`src/rtl/mc_control.sv`:
```
// ---------------------------------------------------------------------------
// mc_control
//   Multi-cycle MIPS control unit. A Moore FSM that steps each instruction
//   through FETCH / DECODE / EXEC / MEM / WB. The IR is decoded once, in
//   DECODE, into a latched control word. That word drives the datapath select
//   fields until the next instruction is decoded. Memory is shared between
//   instruction and data accesses and uses a req/ready handshake. When
//   TIMEOUT is non-zero, a stalled access is abandoned with a bus_err pulse.
//
// Parameters
//   TIMEOUT   max wait cycles for mem_ready per access (0 = wait forever)
//   EN_LINK   1 = jal supported, 0 = jal decodes as illegal
//
// Ports
//   clk        in   rising-edge clock
//   rst_n      in   synchronous active-low reset (all outputs 0 while low)
//   instr      in   IR contents, valid from DECODE onward
//   zero       in   ALU zero flag, used in EXEC for beq
//   mem_ready  in   memory access completes this cycle
//   mem_req    out  memory request, held until ready or timeout
//   memwrite   out  write qualifier for mem_req
//   ir_write   out  load IR strobe
//   pc_write   out  load PC strobe
//   npc_sel    out  0 = PC+4, 1 = branch target
//   jump       out  PC from jump / jr target
//   regwrite   out  register file write strobe
//   regdist    out  00 rt, 01 rd, 10 $31
//   alusrc     out  00 rt, 01 extended immediate
//   extop      out  00 sign, 01 zero, 10 lui-upper, 11 sign<<2
//   regsrc     out  00 ALU, 01 memory, 10 PC+4
//   aluop      out  0010 add, 0011 sub, 0101 or, 1100 slt
//   state      out  0 FETCH, 1 DECODE, 2 EXEC, 3 MEM, 4 WB
//   illegal    out  DECODE pulse on an unsupported instruction
//   bus_err    out  pulse when a memory wait times out
// ---------------------------------------------------------------------------
module mc_control #(
    parameter int TIMEOUT = 16,
    parameter bit EN_LINK = 1'b1
) (
    input  logic        clk,
    input  logic        rst_n,
    input  logic [31:0] instr,
    input  logic        zero,
    input  logic        mem_ready,
    output logic        mem_req,
    output logic        memwrite,
    output logic        ir_write,
    output logic        pc_write,
    output logic        npc_sel,
    output logic        jump,
    output logic        regwrite,
    output logic [1:0]  regdist,
    output logic [1:0]  alusrc,
    output logic [1:0]  extop,
    output logic [1:0]  regsrc,
    output logic [3:0]  aluop,
    output logic [2:0]  state,
    output logic        illegal,
    output logic        bus_err
);

    typedef enum logic [2:0] {
        S_FETCH  = 3'd0,
        S_DECODE = 3'd1,
        S_EXEC   = 3'd2,
        S_MEM    = 3'd3,
        S_WB     = 3'd4
    } state_e;

    // Instruction class: selects the EXEC/MEM/WB path taken
    typedef enum logic [2:0] {
        C_NONE  = 3'd0,
        C_ALU   = 3'd1,
        C_LOAD  = 3'd2,
        C_STORE = 3'd3,
        C_BEQ   = 3'd4,
        C_JUMP  = 3'd5,
        C_JAL   = 3'd6
    } cls_e;

    typedef struct packed {
        cls_e       cls;
        logic [3:0] aluop;
        logic [1:0] alusrc;
        logic [1:0] extop;
        logic [1:0] regdist;
        logic [1:0] regsrc;
    } ctrl_t;

    localparam logic [3:0] ALU_ADD = 4'b0010;
    localparam logic [3:0] ALU_SUB = 4'b0011;
    localparam logic [3:0] ALU_OR  = 4'b0101;
    localparam logic [3:0] ALU_SLT = 4'b1100;

    localparam logic [1:0] SRC_RT  = 2'b00;
    localparam logic [1:0] SRC_IMM = 2'b01;

    localparam logic [1:0] EXT_SIGN = 2'b00;
    localparam logic [1:0] EXT_ZERO = 2'b01;
    localparam logic [1:0] EXT_LUI  = 2'b10;
    localparam logic [1:0] EXT_BR   = 2'b11;

    localparam logic [1:0] DST_RT = 2'b00;
    localparam logic [1:0] DST_RD = 2'b01;
    localparam logic [1:0] DST_RA = 2'b10;

    localparam logic [1:0] WB_ALU = 2'b00;
    localparam logic [1:0] WB_MEM = 2'b01;
    localparam logic [1:0] WB_PC4 = 2'b10;

    // Counter only needs to reach TIMEOUT-1
    localparam int CNT_W = (TIMEOUT > 1) ? $clog2(TIMEOUT) : 1;
    localparam logic [CNT_W-1:0] CNT_LAST = (TIMEOUT == 0) ? '0 : CNT_W'(TIMEOUT - 1);
    localparam logic [CNT_W-1:0] CNT_ONE  = CNT_W'(1);

    function automatic ctrl_t make_word(input cls_e c, input logic [3:0] op,
                                        input logic [1:0] src, input logic [1:0] ext,
                                        input logic [1:0] dst, input logic [1:0] wb);
        ctrl_t w;
        w.cls     = c;
        w.aluop   = op;
        w.alusrc  = src;
        w.extop   = ext;
        w.regdist = dst;
        w.regsrc  = wb;
        return w;
    endfunction

    state_e          state_q, state_d;
    ctrl_t           word_q, word_d;
    logic [CNT_W-1:0] cnt_q, cnt_d;

    ctrl_t      dec_word;
    logic       dec_ok;
    logic [5:0] opcode;
    logic [5:0] funct;
    logic       at_limit;

    logic mem_req_c, memwrite_c, ir_write_c, pc_write_c;
    logic npc_sel_c, jump_c, regwrite_c, illegal_c, bus_err_c;

    assign opcode = instr[31:26];
    assign funct  = instr[5:0];

    // -----------------------------------------------------------------------
    // Instruction decode
    // -----------------------------------------------------------------------
    always_comb begin
        dec_word = '0;
        dec_ok   = 1'b1;
        case (opcode)
            6'h00: begin
                case (funct)
                    6'h21:   dec_word = make_word(C_ALU, ALU_ADD, SRC_RT, EXT_SIGN, DST_RD, WB_ALU);
                    6'h23:   dec_word = make_word(C_ALU, ALU_SUB, SRC_RT, EXT_SIGN, DST_RD, WB_ALU);
                    6'h2A:   dec_word = make_word(C_ALU, ALU_SLT, SRC_RT, EXT_SIGN, DST_RD, WB_ALU);
                    6'h08:   dec_word = make_word(C_JUMP, 4'b0000, SRC_RT, EXT_SIGN, DST_RT, WB_ALU);
                    default: dec_ok = 1'b0;
                endcase
            end
            6'h02: dec_word = make_word(C_JUMP, 4'b0000, SRC_RT, EXT_SIGN, DST_RT, WB_ALU);
            6'h03: begin
                if (EN_LINK) begin
                    dec_word = make_word(C_JAL, 4'b0000, SRC_RT, EXT_SIGN, DST_RA, WB_PC4);
                end else begin
                    dec_ok = 1'b0;
                end
            end
            6'h04: dec_word = make_word(C_BEQ, ALU_SUB, SRC_RT, EXT_BR, DST_RT, WB_ALU);
            6'h08,
            6'h09: dec_word = make_word(C_ALU, ALU_ADD, SRC_IMM, EXT_SIGN, DST_RT, WB_ALU);
            6'h0A: dec_word = make_word(C_ALU, ALU_SLT, SRC_IMM, EXT_SIGN, DST_RT, WB_ALU);
            6'h0D: dec_word = make_word(C_ALU, ALU_OR, SRC_IMM, EXT_ZERO, DST_RT, WB_ALU);
            // lui: rs is $0, so an add passes the upper-shifted immediate
            6'h0F: dec_word = make_word(C_ALU, ALU_ADD, SRC_IMM, EXT_LUI, DST_RT, WB_ALU);
            6'h20, 6'h21, 6'h23, 6'h24, 6'h25:
                   dec_word = make_word(C_LOAD, ALU_ADD, SRC_IMM, EXT_SIGN, DST_RT, WB_MEM);
            6'h28, 6'h29, 6'h2B:
                   dec_word = make_word(C_STORE, ALU_ADD, SRC_IMM, EXT_SIGN, DST_RT, WB_ALU);
            default: dec_ok = 1'b0;
        endcase
    end

    // Last allowed wait cycle; a mem_ready on this cycle still completes
    assign at_limit = (TIMEOUT != 0) && (cnt_q == CNT_LAST);

    // -----------------------------------------------------------------------
    // Next-state and per-state outputs
    // -----------------------------------------------------------------------
    always_comb begin
        state_d    = state_q;
        word_d     = word_q;
        cnt_d      = '0;
        mem_req_c  = 1'b0;
        memwrite_c = 1'b0;
        ir_write_c = 1'b0;
        pc_write_c = 1'b0;
        npc_sel_c  = 1'b0;
        jump_c     = 1'b0;
        regwrite_c = 1'b0;
        illegal_c  = 1'b0;
        bus_err_c  = 1'b0;

        case (state_q)
            S_FETCH: begin
                mem_req_c = 1'b1;
                if (mem_ready) begin
                    ir_write_c = 1'b1;
                    pc_write_c = 1'b1;
                    state_d    = S_DECODE;
                end else if (at_limit) begin
                    // Abandon the fetch and retry with a fresh count
                    bus_err_c = 1'b1;
                    state_d   = S_FETCH;
                end else begin
                    cnt_d = cnt_q + CNT_ONE;
                end
            end

            S_DECODE: begin
                state_d = S_FETCH;
                word_d  = '0;
                if (instr != 32'd0) begin
                    if (dec_ok) begin
                        word_d  = dec_word;
                        state_d = S_EXEC;
                    end else begin
                        illegal_c = 1'b1;
                    end
                end
            end

            S_EXEC: begin
                case (word_q.cls)
                    C_JUMP: begin
                        pc_write_c = 1'b1;
                        jump_c     = 1'b1;
                        state_d    = S_FETCH;
                    end
                    C_JAL: begin
                        pc_write_c = 1'b1;
                        jump_c     = 1'b1;
                        regwrite_c = 1'b1;
                        state_d    = S_FETCH;
                    end
                    C_BEQ: begin
                        pc_write_c = zero;
                        npc_sel_c  = 1'b1;
                        state_d    = S_FETCH;
                    end
                    C_LOAD, C_STORE: state_d = S_MEM;
                    C_ALU:           state_d = S_WB;
                    default:         state_d = S_FETCH;
                endcase
            end

            S_MEM: begin
                mem_req_c  = 1'b1;
                memwrite_c = (word_q.cls == C_STORE);
                if (mem_ready) begin
                    state_d = (word_q.cls == C_LOAD) ? S_WB : S_FETCH;
                end else if (at_limit) begin
                    bus_err_c = 1'b1;
                    state_d   = S_FETCH;
                end else begin
                    cnt_d = cnt_q + CNT_ONE;
                end
            end

            S_WB: begin
                regwrite_c = 1'b1;
                state_d    = S_FETCH;
            end

            default: state_d = S_FETCH;
        endcase
    end

    // -----------------------------------------------------------------------
    // State registers
    // -----------------------------------------------------------------------
    always_ff @(posedge clk) begin
        if (!rst_n) begin
            state_q <= S_FETCH;
            word_q  <= '0;
            cnt_q   <= '0;
        end else begin
            state_q <= state_d;
            word_q  <= word_d;
            cnt_q   <= cnt_d;
        end
    end

    // While rst_n is low every output is forced to 0, so an access cut off
    // by reset never fires a strobe.
    assign mem_req  = rst_n & mem_req_c;
    assign memwrite = rst_n & memwrite_c;
    assign ir_write = rst_n & ir_write_c;
    assign pc_write = rst_n & pc_write_c;
    assign npc_sel  = rst_n & npc_sel_c;
    assign jump     = rst_n & jump_c;
    assign regwrite = rst_n & regwrite_c;
    assign illegal  = rst_n & illegal_c;
    assign bus_err  = rst_n & bus_err_c;

    assign regdist  = rst_n ? word_q.regdist : 2'b00;
    assign alusrc   = rst_n ? word_q.alusrc  : 2'b00;
    assign extop    = rst_n ? word_q.extop   : 2'b00;
    assign regsrc   = rst_n ? word_q.regsrc  : 2'b00;
    assign aluop    = rst_n ? word_q.aluop   : 4'b0000;
    assign state    = rst_n ? 3'(state_q)    : 3'd0;

endmodule

```
`config.mk`:
```
export PLATFORM = sky130hd
export DESIGN_NAME = mc_control
export DESIGN_NICKNAME = d
export VERILOG_FILES = /design/src/rtl/mc_control.sv
export SDC_FILE = /design/constraint.sdc
export NUM_CORES = 1
export LEC_CHECK = 0
export CAP_MARGIN = 20
export CORE_MARGIN = 2
export CORE_UTILIZATION = 39
export CTS_CLUSTER_DIAMETER = 60
export DETAILED_ROUTE_END_ITERATION = 10
export GPL_TIMING_DRIVEN = 0
export PLACE_DENSITY = 0.78
export SKIP_CTS_REPAIR_TIMING = 1
export SLEW_MARGIN = 20
export SYNTH_ARGS = -nofsm -noshare
export SYNTH_HDL_FRONTEND = slang
export SYNTH_SLANG_ARGS = --single-unit
```
`constraint.sdc`:
```
create_clock -name clk -period 1.9 [get_ports clk]
set_clock_uncertainty 0.2 [all_clocks]
set_input_delay 0.38 -clock clk [delete_from_list [all_inputs] [get_ports clk]]
set_output_delay 0.38 -clock clk [all_outputs]
set_load 0.05 [all_outputs]
```
Word level (Yosys, flattened, before mapping):

Index checks and enable logic that the tools add are counted.

* muxes and demuxes: 38
* bitwise logic cells: 11
* reductions and logical operators: 12
* eq/ne operators: 31
* add/subtract/negate cells: 1

Operator list (count)
* 15-bit one-hot mux with 10 select lines: 1
* 6-bit == test, second input constant: 11
* 15-bit one-hot mux with 4 select lines: 1
* 6-bit by 4-bit == test with 1-bit output, second input constant: 6
* 32-bit nonzero test: 1
* 15-bit two-way mux: 2
* 1-bit two-way mux: 16
* 16-bit OR reduction: 1
* 3-bit two-way mux: 5
* 3-bit by 2-bit == test with 1-bit output, second input constant: 4
* 3-bit == test, second input constant: 4
* 6-bit by 2-bit == test with 1-bit output, second input constant: 2
* 2-bit two-way mux: 6
* 3-bit one-hot mux with 4 select lines: 1
* 1-bit bitwise AND: 9
* 1-bit one-hot mux with 2 select lines: 4
* 2-bit OR reduction: 4
* 4-bit OR reduction: 2
* 3-bit by 1-bit == test with 1-bit output, second input constant: 2
* 6-bit by 3-bit == test with 1-bit output, second input constant: 1
* 6-bit logical NOT: 1
* 3-bit one-hot mux with 2 select lines: 1
* 5-bit OR reduction: 1
* 4-bit by 1-bit adder with 4-bit output, second input constant: 1
* 5 further kinds: 6

* output and inout bits: 24
* bits in registers: 22
* logic and storage cells: 101
* bits of input ports: 36

Logic depth before layout (Yosys ltp):

Gate-level depths: netlist (run 1).

* depth in word-level cells: 8
* mapped depth: 7
* depth with buffers taken out: 5

Worst setup path before layout (run 1):

Ideal clock, no wire load.

* path type: flip-flop to output port
* start point: register state_q[0]
* end point: output port memwrite
* cell stages (with the launch flop): 4
* path slack: -0.835 ns
* path buffers: 1
* required time: 1.320 ns
* arrival: 2.155 ns
* path through: dfxtp_1 clkbuf_1 nand3_1 nor4_1

* word-level cells in the longest chain between the ends: 3

RTL lines
* from (decl): line 129 `state_e state_q, state_d;`
* from (signal assigned): line 288 `state_q <= state_d;`
* 3-bit by 2-bit == test with 1-bit output: line 204 `case (state_q)`
* 1-bit two-way mux: line 204
* 1-bit bitwise AND: line 297 `assign memwrite = rst_n & memwrite_c;`
* to (decl): line 46 `output logic memwrite,`

No other way between the ends.

Worst setup path in the final report (run 1):

* start point: input port instr[29]
* end point: output port illegal

* word-level cells in the longest chain between the ends: 7
* elaborated cells on any way between the ends: 24
* classes of those cells: eq/ne (16); mux (4); bitwise (1); reduce/logical (3)

RTL lines
* from (decl): line 42 `input logic [31:0] instr,`
* 6-bit by 2-bit == test with 1-bit output (tied with other cells): line 151 `case (opcode)`
* 16-bit OR reduction (no source line)
* 1-bit one-hot mux with 2 select lines: line 151
* 1-bit two-way mux: line 224 `if (dec_ok) begin`
* 1-bit two-way mux (*): line 223 `if (instr != 32'd0) begin`
* 1-bit two-way mux (*): line 204
* 1-bit bitwise AND (*): line 303 `assign illegal = rst_n & illegal_c;`
* to (decl): line 58 `output logic illegal,`

Mark *: on every way between the ends. The rest lies on a longest branch, timed or not.

==> impl_metrics.json, run 1 <==
{
  "hold_slack_ps": 194.4,
  "power_switching_share_pct": 27.42,
  "cp_max_fo": 10,
  "grt_antenna_before_repair": 0,
  "clockRootBuffer": "clkbuf_8",
  "power.leakage_nw": 1.191,
  "overflow": 0,
  "cap_violations": 0,
  "coreArea_um2": 3661,
  "dp_hpwl_um": 2925,
  "intPower_w": 0.0008605,
  "grt_pass1_wl_um": 6168,
  "cts_sinks": 20,
  "die_height_um": 65.74,
  "worst-path-buf-inv": 3,
  "htreeDepth": 1,
  "dr_wl_met2_um": 2323,
  "syn_avg_cell_area_um2": 7.623,
  "worstPathCellList": "dlymetal6s2s_1, buf_4, nor2b_1, o21ai_0, o221a_2, nand3_1, nor2_4, buf_8",
  "layoutNonFillerInstCount": 316,
  "hold_violations": 0,
  "cts_tree": "built",
  "slew_violations": 0,
  "syn_nets": 232,
  "layout_setup_ws_ps": -421.2,
  "syn_area_um2": 1486,
  "numCtsBuffers": 3,
  "p_total_w": 0.001185,
  "placed_cells": 298,
  "dr_wl_met3_um": 197,
  "final.min_clock_period_ps": 2321,
  "crit_type": "in -> out",
  "port_buffers": 55,
  "reg2reg_setup_slack_ps": 90,
  "yosysTopAreaCell": "dfxtp_1",
  "synth_top_cell_area_share_pct": 26.94,
  "grt_usage_pct": 17.85,
  "die-width_um": 65.74,
  "clkTransAtPathRegs_ps": 80,
  "synth.area.top_cells": "dfxtp_1, and2_1, nand2_1",
  "top_layer_used": "met4",
  "rsz0062_at_grt": "yes",
  "netlist-cell-type-count": 48,
  "rr_worst_depth": 7,
  "rows": 22,
  "async_flop_share_pct": 0,
  "diodes": 0,
  "slowest_stage": "o221a_2",
  "yosysSeqAreaShare_pct": 26.94,
  "vias_per_cell": 5.158,
  "combPwrFrac_pct": 27.6,
  "p_seq_share_pct": 36.3,
  "cp_data_arrival_time_ps": 1740,
  "wl_met1_um": 1886,
  "place_ws_ps": -1430,
  "synth.most_common_cell": "dfxtp_1",
  "io_pins": 60,
  "start_util_pct": 40.60,
  "syn_inst": 195,
  "gp_congestion": 0.8982,
  "clkLatencyLatePin_ps": 260,
  "critPathLaunchType": "primary input",
  "layout-drive-gt1-share_pct": 38.43,
  "cpPeakStageDelay_ps": 240,
  "ys_top_cells_by_count": "dfxtp_1, nand2_1, nor2_1",
  "drt_iter0_drc": 54,
  "drc_errors": 0,
  "status": "finished, violations left",
  "power_density_nw_per_um2": 462.6,
  "dr.pass1.iters": 4,
  "peakVddDrop_mv": 0.3732,
  "dieArea_um2": 4321,
  "clockBufferDepth": 2,
  "p_sw_w": 0.0003250,
  "wire_per_inst_um": 14.24,
  "crit_start": "instr[29]",
  "finalSetupViolations": 7,
  "ys_ff_latch": 20,
  "violations": "negative setup slack",
  "worstReg2RegEnd": "state_q[1]",
  "num_vias": 1630,
  "end_kind": "output port",
  "cp-endpoint": "illegal",
  "synth_edf_count": 0,
  "finalCritPeriodShare_pct": 122.2,
  "routed_wirelength_um": 4501,
  "cp.required_ps": 1320,
  "syn_to_final_growth_pct": 72.39,
  "hold_class": "in -> reg",
  "fmaxAchievable_mhz": 430.8,
  "nets": 306,
  "synthFlopType": "dfxtp_1",
  "grt_max_degree": 13,
  "drt.antenna.violating_nets": 0,
  "grt_pass1_vias": 1394,
  "yosysWarnings": 0,
  "cp_top_family": "buffers and inverters",
  "power_frac_clock_pct": 36.1,
  "worst-path-stages": 8,
  "timing.rr.start": "state_q[2]"
}
## worst min path at each step
stage / slack (ps) / start / depth (start not counted) / endpoint
5_1_grt: 190 / instr[30] / 2 / word_q[0]
6_report: 190 / instr[30] / 2 / word_q[0]
4_1_cts: 230 / instr[30] / 2 / word_q[0]
2_1_floorplan: 220 / cnt_q[0] / 1 / cnt_q[0]
3_3_place_gp: 230 / cnt_q[0] / 1 / cnt_q[0]
3_5_place_dp: 250 / cnt_q[0] / 1 / cnt_q[0]
## metrics by stage
stage	TNS (ps)	utilization, %	area, um2
6_report	-1140	69.99	2562
3_3_place_gp	-26700	59.57	2181
3_5_place_dp	-26300	59.57	2181
5_1_grt	-2051	69.99	2562
4_1_cts	-22810	61.52	2252
2_1_floorplan	-484.7	-	1570
## state kept, by name (all words and copies together), names as in the netlist
register,count
state_q,3
word_q,13
cnt_q,4
## worst reg2reg max path, delay by kind of cell (launching register included)
family,cells,cell delay (ps)
AND/OR/NAND/NOR,2,400
flip-flops,1,360
buffers and inverters,3,440
AO/OA/AOI/OAI,2,340
## logic make-up after synthesis
group | share of synthesized area (%)
AO/OA/AOI/OAI | 20.96
other | 0.2523
buffers and inverters | 7.659
adder cells (fa/ha/maj) | 0.8416
flip-flops | 26.94
AND/OR/NAND/NOR | 39.22
XOR/XNOR | 4.125
## routing by layer
layer,vias to the layer above,track usage (%)
li1,834,-
met1,738,22.79
met2,47,30.68
met3,11,2.911
met4,0,5.208
met5,-,0
## cell usage in the layout (no fill, tap or decap), types with 7 or more instances in the layout
cell | netlist | final
dlymetal6s2s_1 | 0 | 27
buf_4 | 2 | 22
nand2_1 | 18 | 18
dfxtp_1 | 20 | 15
and2_1 | 13 | 13
buf_6 | 0 | 13
nor2_1 | 15 | 12
clkbuf_2 | 0 | 10
nor2b_1 | 9 | 8
nand3_1 | 9 | 7
o21ai_2 | 7 | 7
## power by group through the flow
stage / sequential, W / combinational, W / clock, W
after floorplan: 0.000439 / 0.000162 / 0
after global placement: 0.000440 / 0.000275 / 0
after detailed placement: 0.000440 / 0.000277 / 0
after CTS: 0.000430 / 0.000278 / 0.000435
after global routing: 0.000431 / 0.000348 / 0.000455
final: 0.000431 / 0.000327 / 0.000428
## area by class of cell
| cell class | count | area (um2) |
|---|---|---|
| Buffer | 15 | 135.1 |
| Multi-Input combinational cell | 153 | 1169 |
| Clock inverter | 1 | 30.03 |
| Fill cell | 292 | 1099 |
| Tap cell | 48 | 60.06 |
| Timing Repair Buffer | 70 | 690.7 |
| Clock buffer | 3 | 41.29 |
| Inverter | 6 | 25.02 |
| Sequential cell | 20 | 411.6 |
Power figures use the tool's default switching activity.
==> run 2: changes to the inputs <==
ABC_AREA = 1   (was unset)
CORE_UTILIZATION = 38   (was 39)
==> run 2 against run 1 <==
The flow still finishes with violations (negative setup slack). Sequential share of layout area up 1.3 points. Core utilization down 3.0 points. Clock-buffer cell count up 1. Register-to-register slack better by 190 ps. Critical path type unchanged. Critical endpoint unchanged.
==> impl_metrics.json, run 2 <==
{
  "end_kind": "output port",
  "rows": 22,
  "cp-endpoint": "illegal",
  "drt.antenna.violating_nets": 0,
  "rr_worst_depth": 10,
  "cp.required_ps": 1320,
  "power.leakage_nw": 1.318,
  "hold_class": "reg -> reg",
  "ys_top_cells_by_count": "nand2_1, inv_1, nor2_1",
  "slew_violations": 0,
  "finalSetupTns_ps": -601.5,
  "synth.most_common_cell": "nand2_1",
  "finalSetupViolations": 5,
  "netlist-cell-type-count": 32,
  "fmaxAchievable_mhz": 462.1,
  "grt_antenna_before_repair": 0,
  "synth.area.top_cells": "dfxtp_1, nand2_1, inv_1",
  "slew-limit-headroom_pct": 66.11,
  "io_pins": 60,
  "die_height_um": 65.19,
  "cp_data_arrival_time_ps": 1580,
  "start_util_pct": 39.15,
  "ys_ff_latch": 20,
  "overflow": 0,
  "yosysWarnings": 0,
  "drc_errors": 0,
  "tightest_slew_ps": 507.5,
  "cts_tree": "built",
  "syn_to_final_growth_pct": 71.15,
  "reg2reg_setup_slack_ps": 280,
  "critPathLaunchType": "primary input",
  "grt_pass1_wl_um": 6458,
  "crit_start": "instr[1]",
  "htreeDepth": 1,
  "grt_max_degree": 12,
  "violations": "negative setup slack",
  "diodes": 0,
  "clockRootBuffer": "clkbuf_8",
  "syn_area_um2": 1423,
  "rsz0062_at_grt": "yes",
  "hold_violations": 0,
  "grt_usage_pct": 18.70,
  "clkLatencyLatePin_ps": 250,
  "status": "finished, violations left",
  "clkTransAtPathRegs_ps": 70,
  "largest_register_ffs": 13,
  "die-width_um": 65.19,
  "cts_sinks": 20,
  "coreArea_um2": 3633,
  "final_area_um2": 2435,
  "async_flop_share_pct": 0,
  "layout_setup_ws_ps": -264.1,
  "wire_per_inst_um": 11.60,
  "nets": 345,
  "layout_commonest_cell": "nand2_1",
  "grt_pass1_vias": 1608,
  "dp_hpwl_um": 2974,
  "synth_edf_count": 0,
  "layout-drive-gt1-share_pct": 31.60,
  "syn_nets": 274,
  "place_area_um2": 2130,
  "cap_violations": 0,
  "routed_wirelength_um": 4119,
  "power_density_nw_per_um2": 421.9,
  "final_cell_mix": "nand2_1, inv_1, clkdlybuf4s50_1, nand3_1, nor2_1",
  "reg_top3": "word_q (13), cnt_q (4), state_q (3)",
  "clockBufferDepth": 2,
  "dr.pass1.iters": 4,
  "dieArea_um2": 4249,
  "final.min_clock_period_ps": 2164,
  "synth_top_cell_area_share_pct": 28.14,
  "vias_per_cell": 4.924,
  "finalCritPeriodShare_pct": 113.9,
  "timing.rr.start": "cnt_q[0]",
  "synthFlopType": "dfxtp_1",
  "syn_avg_cell_area_um2": 6.003,
  "largest-register": "word_q",
  "numCtsBuffers": 3,
  "cp_max_fo": 3,
  "syn_inst": 237,
  "port_buffers": 57,
  "crit_type": "in -> out",
  "worstReg2RegEnd": "state_q[0]",
  "num_vias": 1748,
  "drt_iter0_drc": 54,
  "peakVddDrop_mv": 0.2228,
  "yosysSeqAreaShare_pct": 28.14,
  "gp_congestion": 0.9190,
  "yosysTopAreaCell": "dfxtp_1"
}
## run 2: stage by stage
step | setup slack (ps) | instances | total power (W) | utilization [%] | hold slack (ps)
finish | -264.1 | 355 | 0.001027 | 67.01 | 269.6
global route | -320.4 | 355 | 0.001079 | 67.01 | 294.5
CTS | -1217 | 346 | 0.001009 | 60.12 | 267.6
detailed placement | -1204 | 342 | 0.0006897 | 58.61 | 252.9
global placement | -1191 | 342 | 0.0006856 | 58.61 | 232.2
floorplan | 41.53 | 237 | 0.0005743 | - | 217.9
## run 2: worst max-delay path, cell delays in order
cell and delay, ps:
clkdlybuf4s50_1 470, inv_1 50, nor2_2 120, nand2_1 80
nor2_2 120, nor2_1 80, nand3_2 90, nor2_4 50
buf_8 140
## run 2: worst min-delay path by stage
stage          slack (ps)    endpoint       start  depth (start not counted)
2_1_floorplan         220    cnt_q[0]    cnt_q[0]                          1
3_3_place_gp          230    cnt_q[0]    cnt_q[0]                          1
3_5_place_dp          250    cnt_q[0]    cnt_q[0]                          1
4_1_cts               270    cnt_q[0]    cnt_q[0]                          1
5_1_grt               290  word_q[11]  word_q[11]                          2
6_report              270   word_q[0]   word_q[0]                          2
## run 2: kinds of logic (layout without fill, tap and decap cells)
| group | count (synthesis) | count (layout) | synth area share, % |
|---|---|---|---|
| AO/OA/AOI/OAI | 25 | 25 | 10.99 |
| XOR/XNOR | 1 | 1 | 0.6158 |
| adder cells (fa/ha/maj) | 1 | 1 | 0.8794 |
| buffers and inverters | 54 | 124 | 15.83 |
| flip-flops | 20 | 20 | 28.14 |
| other | 1 | 1 | 0.2636 |
| AND/OR/NAND/NOR | 135 | 135 | 43.27 |
## run 2: where the power goes
part,internal [W],switching [W]
clock network,0.000184,0.000134
logic,0.000125,0.000154
registers,0.000422,0.00000935
total,0.000730,0.000297
## run 2: cell type report
cell class | count | area (um2)
fillers | 314 | 1199
multi-input cells | 163 | 1003
repair buffers | 66 | 648.1
flip-flops and latches | 20 | 422.9
inverters | 47 | 191.4
well taps | 48 | 60.06
clock buffers | 4 | 55.05
plain buffers | 7 | 53.80
## run 2: layer usage
layer / share of wire (%) / vias to the layer above / global-route usage, %
met2: 54 / 59 / 34.31
li1: - / 893 / -
met4: 1.2 / 0 / 3.125
met3: 6.0 / 8 / 5.308
met5: 0 / - / 0
met1: 39 / 788 / 21.78
==> run 3: changes to the inputs <==
REMOVE_ABC_BUFFERS = 1   (was unset)
clock period = 1.8 ns   (was 1.9 ns; I/O delays follow)
==> run 3 against run 2 <==
The run still ends with negative setup slack left. Combinational power is 10% higher. Total power is 2.4% higher. Global-route usage is 1.7 points lower. Clock-buffer cell count is 1 lower. Sequential share of layout area is 0.91 points lower. Register-to-register slack worse by 170 ps. Core utilization is 3.5 points higher. Design area is 5.2% higher. Setup slack better by 42 ps. Wire length is 7.9% higher. Worst hold slack worse by 95 ps. Critical endpoint is now pc_write. Highest routed layer unchanged.
==> impl_metrics.json, run 3 (synthesized netlist as in run 2, its figures left out) <==
{
  "status": "finished, violations left",
  "violations": "negative setup slack",
  "hold_class": "in -> reg",
  "slew_violations": 0,
  "cts_tree": "built",
  "fillers": 277,
  "p_total_w": 0.001052,
  "final.min_clock_period_ps": 2022,
  "multiInputGateArea_um2": 988.4,
  "slew-limit-headroom_pct": 65.58,
  "timing.rr.start": "state_q[2]",
  "syn_to_final_growth_pct": 80.04,
  "start_util_pct": 39.15,
  "rsz0062_at_grt": "yes",
  "hold_slack_ps": 174.2,
  "finalSetupViolations": 8,
  "drc_errors": 0,
  "vias_per_cell": 4.906,
  "coreArea_um2": 3633,
  "worstHoldStart": "rst_n",
  "reg_top3": "word_q (13), cnt_q (4), state_q (3)",
  "clockRootBuffer": "clkbuf_8",
  "io_pins": 60,
  "tightest_slew_ps": 515.5,
  "finalSetupTns_ps": -845.3,
  "worstPathCellList": "inv_4, nand3_4, nor4_4, nand2_1, a31oi_1, buf_4",
  "grt_usage_pct": 17.03,
  "hold_violations": 0,
  "layout_setup_ws_ps": -222.3,
  "power.leakage_nw": 1.626,
  "cp_max_fo": 5,
  "layout-drive-gt1-share_pct": 33.44,
  "register_area_um2": 421.7,
  "cts_sinks": 20,
  "fmaxAchievable_mhz": 494.5,
  "numCtsBuffers": 3,
  "port_buffers": 58,
  "wire_per_inst_um": 12.28,
  "htreeDepth": 1,
  "routed_wirelength_um": 4444,
  "cpPeakStageDelay_ps": 370,
  "die-width_um": 65.19,
  "dr.pass1.iters": 4,
  "overflow": 0,
  "place_ws_ps": -1909,
  "gp_congestion": 0.8356,
  "drt.antenna.violating_nets": 0,
  "drt_iter0_drc": 83,
  "crit_start": "state_q[2]",
  "power_switching_share_pct": 30.37,
  "finalCritPeriodShare_pct": 112.4,
  "largest_register_ffs": 13,
  "intPower_w": 0.0007321,
  "clkLatencyLatePin_ps": 260,
  "grt_pass1_vias": 1469,
  "end_kind": "output port",
  "power_density_nw_per_um2": 410.5,
  "dieArea_um2": 4249,
  "power_frac_clock_pct": 27.7,
  "peakVddDrop_mv": 0.2170,
  "grt_max_degree": 20,
  "clockBufferDepth": 2,
  "die_height_um": 65.19,
  "reg2reg_setup_slack_ps": 110,
  "nets": 353,
  "rows": 22,
  "cp_data_arrival_time_ps": 1460,
  "largest-register": "word_q",
  "crit_type": "reg -> out",
  "p_seq_share_pct": 43.1,
  "num_vias": 1776,
  "slowest_stage": "dfxtp_4",
  "grt_pass1_wl_um": 5913,
  "dp_hpwl_um": 2721,
  "layout_commonest_cell": "nand2_1",
  "cap_violations": 0,
  "diodes": 0,
  "grt_antenna_before_repair": 0,
  "critPathLaunchType": "flip-flop",
  "cp.required_ps": 1240,
  "p_sw_w": 0.0003194,
  "combPwrFrac_pct": 29.2,
  "clkTransAtPathRegs_ps": 70,
  "final_cell_mix": "nand2_1, dlymetal6s2s_1, inv_1, buf_4, nor2_1"
}
-- run 3: stage by stage --
stage	cell area (um2)	util, %	cells
after floorplan	1374	-	230
after global placement	2014	55.44	336
after detailed placement	2014	55.44	336
after CTS	2056	56.58	339
after global routing	2561	70.49	362
final	2561	70.49	362
-- run 3: path summary, 6_finish.rpt --
| path | endpoint | depth (start not counted) |
|---|---|---|
| max | pc_write | 6 |
| max reg2reg | word_q[10] | 7 |
| min | state_q[0] | 3 |
| min reg2reg | word_q[4] | 2 |
-- run 3: power by group through the flow --
stage,registers [W],logic [W],clock network [W]
6_report,0.000454,0.000307,0.000291
3_3_place_gp,0.000466,0.000239,0
5_1_grt,0.000454,0.000329,0.000309
2_1_floorplan,0.000465,0.000117,0
3_5_place_dp,0.000466,0.000242,0
4_1_cts,0.000456,0.000243,0.000289
-- run 3: critical path: cells and delay by family, from the launching register on --
kind,cells,cell delay (ps)
DFF,1,370
and+or+nand+nor,3,360
AOI/OAI and AO/OA,1,150
buffers and inverters,2,300
-- run 3: cell type report --
cell class | count | share of cell area (%)
inverters | 47 | 7.523
repair buffers | 81 | 33.46
well taps | 48 | 2.345
clock buffers | 3 | 1.612
multi-input cells | 163 | 38.59
flip-flops and latches | 20 | 16.46
-- run 3: per-layer routing --
| layer | part of all wire, % | GRT usage [%] | wire (um) | vias up |
|---|---|---|---|---|
| met5 | 0 | 0 | 0 | - |
| met4 | 2.6 | 5.469 | 114 | 0 |
| met3 | 4.3 | 2.226 | 192 | 10 |
| met2 | 52 | 29.85 | 2332 | 56 |
| met1 | 41 | 21.52 | 1803 | 801 |
| li1 | - | - | - | 909 |
